`config.mk`:
```
export PLATFORM = sky130hd
export DESIGN_NAME = uart_frame_decoder
export DESIGN_NICKNAME = d
export VERILOG_FILES = /design/src/rtl/uart_frame_decoder.sv
export SDC_FILE = /design/constraint.sdc
export NUM_CORES = 1
export LEC_CHECK = 0
export ABC_AREA = 1
export CAP_MARGIN = 0
export CORE_MARGIN = 2
export CORE_UTILIZATION = 57
export DETAILED_ROUTE_END_ITERATION = 16
export PLACE_DENSITY = 0.8
export RECOVER_POWER = 50
export SYNTH_ARGS = -nofsm -noshare
export SYNTH_HDL_FRONTEND = slang
export SYNTH_SLANG_ARGS = --single-unit
```
`constraint.sdc`:
```
create_clock -name clk -period 2.3 [get_ports clk]
set_input_delay 0.23 -clock clk [delete_from_list [all_inputs] [get_ports clk]]
set_output_delay 0.23 -clock clk [all_outputs]
set_load 0.02 [all_outputs]
```
`src/rtl/uart_frame_decoder.sv`:
```
// UART command-frame decoder: hunts for HEADER, buffers payload + checksum, validates
// every field and commits all clock settings atomically, or pulses frame_err.
module uart_frame_decoder #(
  parameter logic [7:0] HEADER      = 8'hA5,
  parameter int         N_ALARM     = 3,
  parameter int         TIMEOUT_CYC = 500000
) (
  input  logic                 clk,
  input  logic                 rst_n,
  input  logic [7:0]           rx_data,
  input  logic                 rx_valid,
  output logic [2:0]           mode,
  output logic [1:0]           adjust_mode,
  output logic [1:0]           adjust_way,
  output logic [5:0]           adjust_hour,
  output logic [5:0]           adjust_minute,
  output logic [5:0]           adjust_second,
  output logic [6*N_ALARM-1:0] alarm_hour,
  output logic [6*N_ALARM-1:0] alarm_minute,
  output logic [6*N_ALARM-1:0] alarm_second,
  output logic                 frame_ok,
  output logic                 frame_err,
  output logic [1:0]           err_code,
  output logic                 busy
);

  localparam int P     = 6 + 3 * N_ALARM;
  localparam int IDX_W = $clog2(P);
  localparam int CNT_W = $clog2(TIMEOUT_CYC);
  localparam logic [IDX_W-1:0] IDX_LAST = IDX_W'(P - 1);
  localparam logic [CNT_W-1:0] CNT_LAST = CNT_W'(TIMEOUT_CYC - 1);

  typedef enum logic [1:0] {S_IDLE, S_PAYLOAD, S_CSUM, S_CHECK} state_t;

  state_t           state, state_nx;
  logic [7:0]       shadow [P];
  logic [IDX_W-1:0] idx;
  logic [7:0]       sum_acc;
  logic [7:0]       csum_rx;
  logic [CNT_W-1:0] idle_cnt;
  logic             check_phase;
  logic             csum_bad_q;
  logic             range_bad_q;
  logic             range_bad;
  logic             timeout;
  logic             commit;
  logic             reject;
  logic [1:0]       reject_code;

  // NOTE: sequential state uses non-blocking (<=) so every flop samples pre-edge values.
  always_ff @(posedge clk or negedge rst_n) begin
    if (!rst_n) state <= S_IDLE;
    else        state <= state_nx;
  end

  // NOTE: default assignment first so no path leaves state_nx unassigned (no latch).
  always_comb begin
    state_nx = state;
    case (state)
      S_IDLE:    if (rx_valid && rx_data == HEADER) state_nx = S_PAYLOAD;
      S_PAYLOAD: begin
        if (rx_valid) begin
          if (idx == IDX_LAST) state_nx = S_CSUM;
        end else if (timeout) begin
          state_nx = S_IDLE;
        end
      end
      S_CSUM: begin
        if (rx_valid)     state_nx = S_CHECK;
        else if (timeout) state_nx = S_IDLE;
      end
      S_CHECK:   if (check_phase) state_nx = S_IDLE;
      default:   state_nx = S_IDLE;
    endcase
  end

  // CHECK spans two cycles: phase 0 registers the compare results, phase 1 commits or rejects.
  always_comb begin
    busy        = (state != S_IDLE);
    timeout     = (state == S_PAYLOAD || state == S_CSUM) && !rx_valid && (idle_cnt == CNT_LAST);
    commit      = (state == S_CHECK) && check_phase && !csum_bad_q && !range_bad_q;
    reject      = ((state == S_CHECK) && check_phase && (csum_bad_q || range_bad_q)) || timeout;
    reject_code = timeout ? 2'd3 : (csum_bad_q ? 2'd1 : 2'd2);
  end

  // Range rules look at the whole byte so stray upper bits are rejected, not truncated.
  always_comb begin
    range_bad = (shadow[0] > 8'd7)  || (shadow[1] > 8'd3)  || (shadow[2] > 8'd2) ||
                (shadow[3] > 8'd23) || (shadow[4] > 8'd59) || (shadow[5] > 8'd59);
    for (int k = 0; k < N_ALARM; k++) begin
      if (shadow[6+3*k] > 8'd23 || shadow[7+3*k] > 8'd59 || shadow[8+3*k] > 8'd59)
        range_bad = 1'b1;
    end
  end

  // NOTE: the shadow buffer is reset explicitly, so it must stay in flops rather than RAM.
  always_ff @(posedge clk or negedge rst_n) begin
    if (!rst_n) begin
      for (int i = 0; i < P; i++) shadow[i] <= '0;
      idx         <= '0;
      sum_acc     <= '0;
      csum_rx     <= '0;
      idle_cnt    <= '0;
      check_phase <= 1'b0;
      csum_bad_q  <= 1'b0;
      range_bad_q <= 1'b0;
    end else begin
      case (state)
        S_IDLE: begin
          idx         <= '0;
          sum_acc     <= '0;
          idle_cnt    <= '0;
          check_phase <= 1'b0;
        end
        S_PAYLOAD: begin
          if (rx_valid) begin
            shadow[idx] <= rx_data;
            sum_acc     <= sum_acc + rx_data;
            idx         <= (idx == IDX_LAST) ? '0 : idx + 1'b1;
            idle_cnt    <= '0;
          end else begin
            idle_cnt <= idle_cnt + 1'b1;
          end
        end
        S_CSUM: begin
          if (rx_valid) begin
            csum_rx  <= rx_data;
            idle_cnt <= '0;
          end else begin
            idle_cnt <= idle_cnt + 1'b1;
          end
        end
        S_CHECK: begin
          check_phase <= ~check_phase;
          if (!check_phase) begin
            csum_bad_q  <= (csum_rx != sum_acc);
            range_bad_q <= range_bad;
          end
        end
        default: idx <= '0;
      endcase
    end
  end

  // Every setting loads from the shadow buffer on the same edge, so a frame lands atomically.
  always_ff @(posedge clk or negedge rst_n) begin
    if (!rst_n) begin
      mode          <= '0;
      adjust_mode   <= '0;
      adjust_way    <= '0;
      adjust_hour   <= '0;
      adjust_minute <= '0;
      adjust_second <= '0;
      alarm_hour    <= '0;
      alarm_minute  <= '0;
      alarm_second  <= '0;
      frame_ok      <= 1'b0;
      frame_err     <= 1'b0;
      err_code      <= '0;
    end else begin
      frame_ok  <= commit;
      frame_err <= reject;
      if (commit) begin
        mode          <= shadow[0][2:0];
        adjust_mode   <= shadow[1][1:0];
        adjust_way    <= shadow[2][1:0];
        adjust_hour   <= shadow[3][5:0];
        adjust_minute <= shadow[4][5:0];
        adjust_second <= shadow[5][5:0];
        for (int k = 0; k < N_ALARM; k++) begin
          alarm_hour[6*k +: 6]   <= shadow[6+3*k][5:0];
          alarm_minute[6*k +: 6] <= shadow[7+3*k][5:0];
          alarm_second[6*k +: 6] <= shadow[8+3*k][5:0];
        end
        err_code <= '0;
      end else if (reject) begin
        err_code <= reject_code;
      end
    end
  end

endmodule

```
# Word level (Yosys, flattened, before mapping)
# Index checks and enable logic that the tools add are counted.
# word_totals
ff_bits	247
in_bits	11
output_inout_bits	84
word_cells	130
# classes
addsub	3
magnitude_cmp	17
eq_ne	11
mux	25
bitwise	2
reduce_logical	37
# ops
operator	n
bitwise mux 120 bit	1
greater-than comparator 8 x 6 -> 1 bit, second input constant	8
one-hot mux 19 bit (2 select lines)	1
demux 8 bit (select 4 bit)	1
greater-than comparator 8 x 5 -> 1 bit, second input constant	4
2-to-1 mux 2 bit	10
adder 19 x 1 -> 19 bit, second input constant	1
== test 19 bit, second input constant	1
2-to-1 mux 19 bit	1
greater-than comparator 8 x 2 -> 1 bit, second input constant	2
2-to-1 mux 8 bit	2
one-hot mux 8 bit (2 select lines)	1
logical OR 1 bit	14
nonzero test 2 bit	5
adder 8 bit	1
== test 8 bit, second input constant	1
greater-than comparator 8 x 3 -> 1 bit, second input constant	1
logical AND 1 bit	8
2-to-1 mux 4 bit	2
inequality test 8 bit	1
one-hot mux 2 bit (4 select lines)	1
one-hot mux 4 bit (2 select lines)	1
AND reduction 2 bit	4
inequality test 2 bit, second input constant	3
other kinds (15)	20

# Longest topological paths before layout
# Gate-level depths: netlist of run 1.
# depth
ltp_word	9
ltp_mapped	12
depth_no_buf	11

# Worst setup path after synthesis of run 1
# No wires, ideal clock.
# synth_timing
path_type	register -> register
startpoint	reg state[0]
endpoint	reg idle_cnt[13]
setup_time_ns	0.113
arrival_time_ns	1.564
required_ns	2.187
setup_slack_ns	0.624
path_stages_with_launch	13
synth_period_minus_slack_ns	1.676
path_cell_list	dfrtp_1 ha_1 buf_6 inv_2 nand2_1 nor2_1 nand3_2 nor2_4 nand2_1 nand2_1 o21ai_0 nand2_1 inv_1
# synth_via
elab_chain_len	3
elab_cells_between_ends	6
cone_classes	eq/ne: 2; mux: 1; reduce/logical: 3
# synth_lines
element	line	source
start: declaration	35	state_t state, state_nx;
start signal: assignment	53	else state <= state_nx;
== test 2 x 1 -> 1 bit / == test 2 bit (equally long branches)	108	case (state)
OR reduction 2 bit (no line)	n/a	
one-hot mux 19 bit (2 select lines) / nonzero test 2 bit (equally long branches)	n/a	
end signal: assignment	122	idle_cnt <= idle_cnt + 1'b1;
end signal: assignment	130	idle_cnt <= idle_cnt + 1'b1;
end: declaration	40	logic [CNT_W-1:0] idle_cnt;
# Parallel ways exist; a longest one is shown, timed or not.
# A chain may end at the register's enable or synchronous reset.

# Final worst setup path of run 1
# layout_timing
startpoint	reg state[0]
endpoint	reg sum_acc[1]
# layout_via
elab_chain_len	3
elab_cells_between_ends	6
cone_classes	eq/ne: 2; mux: 1; reduce/logical: 3
# layout_lines
element	line	source
== test 2 x 1 -> 1 bit / zero test 2 bit (equally long branches)	108	
inequality test 2 bit (no line) / nonzero test 2 bit (equally long branches)	n/a	
AND reduction 2 bit (no line)	n/a	
end signal: assignment	118	sum_acc <= sum_acc + rx_data;
end: declaration	38	logic [7:0] sum_acc;
# Parallel ways exist; a longest one is shown, timed or not.

==> impl_metrics.prom, run 1 <==
# TYPE chip_impl_metric gauge
chip_impl_metric{name="grt_first_pass_wirelength",unit="um"} 39400
chip_impl_metric{name="routed_len_inst",unit="um"} 15.7
chip_impl_metric{name="clk-insertion-delay-late",unit="ns"} 0.54
chip_impl_metric{name="r2r_slack",unit="ns"} 0.23
chip_impl_metric{name="remaining_drc_errors",unit=""} 0
chip_impl_metric{name="finalSetupTns",unit="ns"} 0
chip_impl_metric{name="worst-path-buf-inv",unit=""} 3
chip_impl_info{name="cts.root.buffer_cell",value="sky130_fd_sc_hd__clkbuf_16"} 1
chip_impl_info{name="worst_hold_path_type",value="reg -> reg"} 1
chip_impl_metric{name="num_vias",unit=""} 8121
chip_impl_metric{name="detail_route.iter0.violations",unit=""} 613
chip_impl_metric{name="yosysSeqAreaShare",unit="%"} 59.8
chip_impl_metric{name="clkSlewWorstSetupHoldPaths",unit="ns"} 0.07
chip_impl_metric{name="post-route-cell-area",unit="um^2"} 12400
chip_impl_info{name="violations",value="max-capacitance violations, max-slew violations"} 1
chip_impl_info{name="tritoncts",value="built"} 1
chip_impl_metric{name="syn-instance-count",unit=""} 1148
chip_impl_metric{name="worst-endpoint-required",unit="ns"} 2.72
chip_impl_metric{name="setup-violations-final",unit=""} 0
chip_impl_metric{name="n_antenna_cell",unit=""} 0
chip_impl_metric{name="firstDrtPassIters",unit=""} 5
chip_impl_info{name="critical_path.top_delay_family",value="compound AO/OA/AOI/OAI gates"} 1
chip_impl_metric{name="hold_slack",unit="ns"} 0.467
chip_impl_metric{name="finish.utilization",unit="%"} 69.1
chip_impl_metric{name="worst-path-max-fanout",unit=""} 9
chip_impl_metric{name="placed_area",unit="um^2"} 11500
chip_impl_metric{name="floorplan_die_height",unit="um"} 139
chip_impl_metric{name="io_buffer_count",unit=""} 94
chip_impl_info{name="cp_slowest_cell",value="sky130_fd_sc_hd__o21ai_1"} 1
chip_impl_metric{name="final_hold_viol_count",unit=""} 0
chip_impl_metric{name="number_of_storage_elements_in_the_synthesis_netlist",unit=""} 247
chip_impl_metric{name="syn_avg_cell_area",unit="um^2"} 9.00
chip_impl_metric{name="final_max_slew_viol_count",unit=""} 63
chip_impl_metric{name="antenna_violating_nets_left",unit=""} 0
chip_impl_metric{name="period_share",unit="%"} 89.9
chip_impl_info{name="layout_common_cells",value="452 x sky130_fd_sc_hd__nand2_1, 247 x sky130_fd_sc_hd__dfrtp_1, 110 x sky130_fd_sc_hd__o21ai_0, 73 x sky130_fd_sc_hd__nor2_1, 73 x sky130_fd_sc_hd__clkdlybuf4s50_1"} 1
chip_impl_metric{name="synth.lib_cells_used.distinct",unit=""} 39
chip_impl_metric{name="post-cts-setup-buffers",unit=""} 0
chip_impl_metric{name="die-area",unit="um^2"} 19200
chip_impl_metric{name="avgViaCountPerCell",unit=""} 5.45
chip_impl_metric{name="placement_rows",unit=""} 49
chip_impl_metric{name="starting_density_of_the_core",unit="%"} 57.7
chip_impl_metric{name="worst_pin_slew",unit="ns"} 1.72
chip_impl_info{name="most_frequent_standard_cell_in_the_layout_excluding_fill_and_tap_cells",value="sky130_fd_sc_hd__nand2_1"} 1
chip_impl_metric{name="timing.max_slew.rel_slack",unit="%"} -14.4
chip_impl_metric{name="global_route.usage.total",unit="%"} 24.9
chip_impl_metric{name="power_leakage",unit="uW"} 0.00624
chip_impl_info{name="grt_setup_unrepaired",value="false"} 1
chip_impl_metric{name="tritoncts.num_buffers",unit=""} 25
chip_impl_metric{name="p_per_area",unit="nW/um^2"} 1000
chip_impl_metric{name="largest_net_degree_at_the_start_of_global_routing",unit=""} 65
chip_impl_metric{name="maxCapViolCount",unit=""} 1
chip_impl_info{name="timing.critical_path.to_type",value="flop"} 1
chip_impl_metric{name="finish.net_count",unit=""} 1268
chip_impl_info{name="timing.critical_path.cells",value="inv_1, ha_1, inv_1, o21ai_1, inv_1, a22o_1"} 1
chip_impl_info{name="outcome",value="finished with violations"} 1
chip_impl_metric{name="clk_path_buf_depth",unit=""} 3
chip_impl_metric{name="fin_worst_skew",unit="ns"} 0.0143
chip_impl_metric{name="die_width",unit="um"} 139
chip_impl_metric{name="dp_hpwl",unit="um"} 14900
chip_impl_metric{name="gpl.final_weighted_congestion",unit=""} 0.865
chip_impl_metric{name="coreArea",unit="um^2"} 17900
chip_impl_metric{name="fin_cells",unit=""} 1491
chip_impl_metric{name="drt-total-wl",unit="um"} 23400
chip_impl_metric{name="cts-htree-levels",unit=""} 1
chip_impl_info{name="path_common_cell",value="sky130_fd_sc_hd__inv_1"} 1
chip_impl_metric{name="synthToLayoutAreaGrowth",unit="%"} 19.8
chip_impl_metric{name="critPathMaxStageDelay",unit="ns"} 0.59
chip_impl_metric{name="gr-total-overflow",unit=""} 0
chip_impl_metric{name="grt_antenna_before_repair",unit=""} 0
chip_impl_metric{name="ys.warnings.count",unit=""} 0
chip_impl_metric{name="first_global_vias",unit=""} 7974
chip_impl_metric{name="vdd_drop_max",unit="V"} 0.000695
chip_impl_metric{name="finalWorstPathRequiredPeriod",unit="ns"} 2.07
chip_impl_metric{name="highest_attainable_clock_frequency",unit="MHz"} 484
chip_impl_metric{name="share_of_post_route_cells_with_drive_strength_above_1",unit="%"} 7.37
chip_impl_metric{name="mapped_cell_area",unit="um^2"} 10300
chip_impl_metric{name="syn-num-nets",unit=""} 1172
chip_impl_metric{name="timing.critical_path.arrival",unit="ns"} 2.49
chip_impl_metric{name="floorplan.io_pins",unit=""} 95
chip_impl_metric{name="placed_cells",unit=""} 1445
chip_impl_info{name="worstSetupStartpointType",value="flop"} 1
chip_impl_metric{name="cts.sinks",unit=""} 247
chip_impl_info{name="setup.worst_path.class",value="reg -> reg"} 1
layout make-up:
type                    instances  area (um^2)
clock inverters                 9          188
flip-flops and latches        247         6180
clock buffers                  36          727
fillers                      1369         5520
multi-input cells             803         3690
inverters                      56          213
repair buffers                111         1090
well taps                     229          287
cells in the mapped netlist, drive strengths merged:
library cell	instances	share of area (%)
dfrtp	247	60
clkbuf	14	0.51
nor3b	3	0.22
a21oi	20	0.97
nand4	17	1.0
nand3	19	0.97
o22ai	4	0.24
o21bai	1	0.073
or2	4	0.24
ha	12	1.5
nor2	77	3.1
xor2	5	0.42
o211a	1	0.097
nor4	1	0.061
o21ai	145	7.5
o211ai	3	0.22
inv	56	2.1
nor3	16	0.99
fa	1	0.19
nand2	463	17
a21boi	2	0.15
buf	28	1.9
a22o	3	0.25
o21a	3	0.22
a31oi	2	0.12
and3	1	0.061
where the power goes:
group	leakage, uW	switching [uW]	internal, uW
logic	0.00243	1450	867
clock network	0.000446	1700	2770
registers	0.00336	540	5090
total	0.00624	3690	8720
registers in the layout (all words and copies together), names as in the netlist, 3 cells and up:
signal / count
adjust_second: 6
adjust_minute: 6
alarm_hour: 18
idle_cnt: 19
mode: 3
sum_acc: 8
idx: 4
adjust_hour: 6
alarm_second: 18
csum_rx: 8
alarm_minute: 18
shadow: 120
repair_timing:
action                                  4_1_cts  5_1_grt
resized for setup                             0        1
endpoints found under the setup margin        0        1
hold endpoints to repair                     60        0
hold buffers                                  1        0
worst register-to-register path, delay by kind of cell (launching register included):
kind,cells,cell delay [ns]
AOI/OAI and AO/OA,2,0.84
DFF,1,0.41
adders and majority gates,1,0.22
buffers and inverters,3,0.49
worst paths after layout:
check,startpoint,to,depth (start not counted)
max,state[0],sum_acc[1],6
max in group asynchronous,rst_n,shadow[23],3
max reg2reg,state[0],sum_acc[1],6
min in group asynchronous,rst_n,idle_cnt[4],2
min,adjust_minute[5],adjust_minute[5],2
min reg2reg,adjust_minute[5],adjust_minute[5],2
metrics by stage:
step,power (uW),setup WS [ns]
final,12400,0.233
after global routing,13100,0.101
after CTS,12500,0.0434
after detailed placement,7980,0.279
after global placement,7860,0.366
after floorplan,7250,0.624
routing by layer:
metal  share of wire [%]  vias to the layer above  wire [um]  GRT usage, %
met5                   0                        -          0             0
met4                 3.1                        0        732          9.99
met3                 5.5                       65       1290          3.56
met2                  47                      257      11000          39.9
met1                  44                     3908      10400          35.0
li1                    -                     3891          -             -
cell families after synthesis:
| logic type | count (synthesis) | synth area share (%) |
|---|---|---|
| DFF | 247 | 59.8 |
| buffers and inverters | 98 | 4.43 |
| AOI/OAI and AO/OA | 184 | 9.80 |
| adders and majority gates | 13 | 1.65 |
| and+or+nand+nor | 601 | 23.9 |
| xor gates and xnor gates | 5 | 0.424 |
(Power assumes the default switching activity.)
==> run 2: changes to the inputs <==
- CORE_ASPECT_RATIO: unset -> 0.5
- CORE_UTILIZATION: 57 -> 52
- PLACE_DENSITY: 0.8 -> 0.77
- clock period: 2.3 -> 1.8 ns (I/O delays scaled with it)
==> run 2 against run 1 <==
Register-to-register slack got worse by 0.24 ns. Die area increased by 9.7%. Critical path type unchanged. The run ends with negative setup slack left. Sequential power increased by 28%. Largest power group unchanged. Count of clock-buffer cells in the layout decreased by 2.
==> impl_metrics.prom, run 2 (synthesis results as in run 1) <==
# TYPE chip_impl_metric gauge
chip_impl_metric{name="n_antenna_cell",unit=""} 0
chip_impl_metric{name="tritoncts.num_buffers",unit=""} 23
chip_impl_metric{name="hold_slack",unit="ns"} 0.410
chip_impl_metric{name="highest_attainable_clock_frequency",unit="MHz"} 553
chip_impl_metric{name="vdd_drop_max",unit="V"} 0.000605
chip_impl_metric{name="placement_rows",unit=""} 36
chip_impl_metric{name="worst-path-max-fanout",unit=""} 16
chip_impl_info{name="layout_top_registers",value="shadow x120, idle_cnt x19"} 1
chip_impl_metric{name="share_of_post_route_cells_with_drive_strength_above_1",unit="%"} 10.4
chip_impl_metric{name="final_max_slew_viol_count",unit=""} 0
chip_impl_info{name="most_frequent_standard_cell_in_the_layout_excluding_fill_and_tap_cells",value="sky130_fd_sc_hd__nand2_1"} 1
chip_impl_info{name="outcome",value="finished with violations"} 1
chip_impl_metric{name="antenna_violating_nets_left",unit=""} 0
chip_impl_metric{name="die-area",unit="um^2"} 21100
chip_impl_metric{name="fin_worst_skew",unit="ns"} 0.0106
chip_impl_info{name="worstSetupStartpointType",value="flop"} 1
chip_impl_metric{name="r2r_slack",unit="ns"} -0.007
chip_impl_metric{name="cts-htree-levels",unit=""} 1
chip_impl_metric{name="num_vias",unit=""} 8283
chip_impl_metric{name="final_hold_viol_count",unit=""} 0
chip_impl_info{name="worst_setup_path_endpoint",value="shadow[68]"} 1
chip_impl_metric{name="timing.critical_path.arrival",unit="ns"} 2.18
chip_impl_metric{name="clk-insertion-delay-late",unit="ns"} 0.50
chip_impl_metric{name="routed_len_inst",unit="um"} 16.0
chip_impl_metric{name="placed_area",unit="um^2"} 11800
chip_impl_metric{name="power_switching",unit="uW"} 4690
chip_impl_metric{name="synthToLayoutAreaGrowth",unit="%"} 22.0
chip_impl_metric{name="first_global_vias",unit=""} 8068
chip_impl_info{name="worst_r2r_endpoint",value="shadow[68]"} 1
chip_impl_metric{name="die_width",unit="um"} 203
chip_impl_metric{name="power_frac_clock",unit="%"} 31.7
chip_impl_metric{name="gpl.final_weighted_congestion",unit=""} 0.867
chip_impl_metric{name="cts.sinks",unit=""} 247
chip_impl_metric{name="power_switching_share",unit="%"} 30.5
chip_impl_metric{name="gr-total-overflow",unit=""} 0
chip_impl_metric{name="avgViaCountPerCell",unit=""} 5.32
chip_impl_metric{name="clk_path_buf_depth",unit=""} 3
chip_impl_metric{name="setup-violations-final",unit=""} 1
chip_impl_metric{name="detail_route.iter0.violations",unit=""} 651
chip_impl_metric{name="dp_hpwl",unit="um"} 16800
chip_impl_metric{name="largest_register_ff_count",unit=""} 120
chip_impl_info{name="timing.critical_path.to_type",value="flop"} 1
chip_impl_metric{name="worst_pin_slew",unit="ns"} 0.976
chip_impl_metric{name="starting_density_of_the_core",unit="%"} 53.1
chip_impl_metric{name="finalWorstSetupSlack",unit="ns"} -0.00737
chip_impl_metric{name="floorplan.io_pins",unit=""} 95
chip_impl_metric{name="grt_first_pass_wirelength",unit="um"} 40800
chip_impl_metric{name="fin_total_pwr",unit="uW"} 15400
chip_impl_metric{name="p_per_area",unit="nW/um^2"} 1220
chip_impl_metric{name="internal",unit="uW"} 10700
chip_impl_info{name="layout_common_cells",value="451 x sky130_fd_sc_hd__nand2_1, 247 x sky130_fd_sc_hd__dfrtp_1, 109 x sky130_fd_sc_hd__o21ai_0, 92 x sky130_fd_sc_hd__clkdlybuf4s50_1, 69 x sky130_fd_sc_hd__nor2_1"} 1
chip_impl_metric{name="period_share",unit="%"} 100
chip_impl_metric{name="critPathMaxStageDelay",unit="ns"} 0.40
chip_impl_info{name="setup.worst_path.class",value="reg -> reg"} 1
chip_impl_metric{name="coreArea",unit="um^2"} 19500
chip_impl_metric{name="seqPwrFrac",unit="%"} 46.8
chip_impl_metric{name="firstDrtPassIters",unit=""} 5
chip_impl_info{name="path_common_cell",value="sky130_fd_sc_hd__nand2_4"} 1
chip_impl_info{name="worst_hold_path_type",value="in -> async"} 1
chip_impl_metric{name="grt_antenna_before_repair",unit=""} 0
chip_impl_metric{name="post-route-cell-area",unit="um^2"} 12600
chip_impl_metric{name="comb_power_share",unit="%"} 21.5
chip_impl_info{name="grt_setup_unrepaired",value="true"} 1
chip_impl_metric{name="maxCapViolCount",unit=""} 0
chip_impl_metric{name="remaining_drc_errors",unit=""} 0
chip_impl_metric{name="worst-endpoint-required",unit="ns"} 2.18
chip_impl_info{name="timing.critical_path.cells",value="inv_1, ha_2, nand2_4, inv_4, nand2_4, nor2_8, nand2_2, nand2_1, o21ai_2"} 1
chip_impl_metric{name="drt-total-wl",unit="um"} 24900
chip_impl_info{name="cts.root.buffer_cell",value="sky130_fd_sc_hd__clkbuf_16"} 1
chip_impl_metric{name="finish.net_count",unit=""} 1298
chip_impl_metric{name="largest_net_degree_at_the_start_of_global_routing",unit=""} 70
chip_impl_metric{name="power_leakage",unit="uW"} 0.00627
chip_impl_info{name="tritoncts",value="built"} 1
chip_impl_info{name="cp_slowest_cell",value="sky130_fd_sc_hd__dfrtp_1"} 1
chip_impl_metric{name="reg2reg_depth",unit=""} 9
chip_impl_info{name="registers.top_by_ff_count",value="shadow"} 1
chip_impl_info{name="startpoint",value="state[1]"} 1
chip_impl_metric{name="floorplan_die_height",unit="um"} 104
chip_impl_metric{name="io_buffer_count",unit=""} 94
chip_impl_metric{name="finalWorstPathRequiredPeriod",unit="ns"} 1.81
chip_impl_metric{name="clkSlewWorstSetupHoldPaths",unit="ns"} 0.07
chip_impl_info{name="worstReg2RegStart",value="state[1]"} 1
chip_impl_metric{name="global_route.usage.total",unit="%"} 23.8
chip_impl_metric{name="timing.max_slew.rel_slack",unit="%"} 34.9
chip_impl_info{name="violations",value="negative setup slack"} 1
==> run 2: cell count changes in the layout (fill, tap and decap cells not counted), moves of 3 or more <==
cell	before	now
sky130_fd_sc_hd__buf_6	1	6
sky130_fd_sc_hd__dlygate4sd3_1	20	1
sky130_fd_sc_hd__ha_1	12	9
sky130_fd_sc_hd__bufinv_16	5	2
sky130_fd_sc_hd__buf_4	12	35
sky130_fd_sc_hd__nor2_1	73	69
sky130_fd_sc_hd__clkdlybuf4s50_1	73	92
sky130_fd_sc_hd__nor2_2	1	5
==> run 2: worst max-delay path, delay by kind of cell, from the launching register on <==
family                     cells  cell delay, ns
and+or+nand+nor                5            0.75
AOI/OAI and AO/OA              1            0.07
adders and majority gates      1            0.22
buffers and inverters          2            0.23
DFF                            1            0.40
==> run 2: repair_timing <==
item / in CTS / in global routing
pin swaps: 1 / 0
hold endpoints to repair: 64 / 0
resized for setup: 6 / 16
setup buffers: 1 / 1
hold buffers: 1 / 0
setup endpoints to repair: 5 / 64
==> run 2: layout make-up <==
class	count	area, um^2
repair buffers	143	1370
inverters	56	213
flip-flops and latches	247	6180
multi-input cells	803	3740
fillers	1578	6860
well taps	266	333
clock buffers	34	667
clock inverters	7	88.8
==> run 2: per-stage QoR <==
step	cells	worst slack, ns	setup TNS, ns	utilization [%]
2_1_floorplan	1148	0.124	0	-
3_3_place_gp	1512	-0.0439	-0.154	60.6
3_5_place_dp	1512	-0.149	-0.942	60.6
4_1_cts	1555	0.00930	0	64.7
5_1_grt	1556	-0.0995	-1.62	64.8
6_report	1556	-0.00737	-0.00737	64.8
==> run 2: how the worst min path moves through the flow <==
stage          cells past startpoint              to  slack, ns
3_3_place_gp                       1  alarm_hour[10]       0.18
6_report                           2  alarm_hour[10]       0.41
3_5_place_dp                       1  alarm_hour[10]       0.18
2_1_floorplan                      0  adjust_hour[0]      -0.12
4_1_cts                            2  alarm_hour[10]       0.26
5_1_grt                            2  alarm_hour[10]       0.49
==> run 2: power by group through the flow <==
stage / registers (uW) / clock network, uW / logic (uW)
finish: 7190 / 4880 / 3300
global placement: 7210 / 0 / 3050
floorplan: 7110 / 0 / 2140
global route: 7300 / 5190 / 3740
detailed placement: 7260 / 0 / 3190
CTS: 7170 / 4940 / 3260
==> run 2: layer usage <==
| layer | routed length [um] | share of wire [%] | track usage, % |
|---|---|---|---|
| met1 | 11500 | 46 | 35.9 |
| met2 | 11600 | 46 | 37.3 |
| met3 | 1410 | 5.7 | 3.12 |
| met4 | 491 | 2.0 | 5.06 |
| met5 | 0 | 0 | 0 |
==> run 3: changes to the inputs <==
- SLEW_MARGIN: unset -> 20
==> results of run 3 <==
No change in the layout: final DEF, timing and power equal those of run 2.
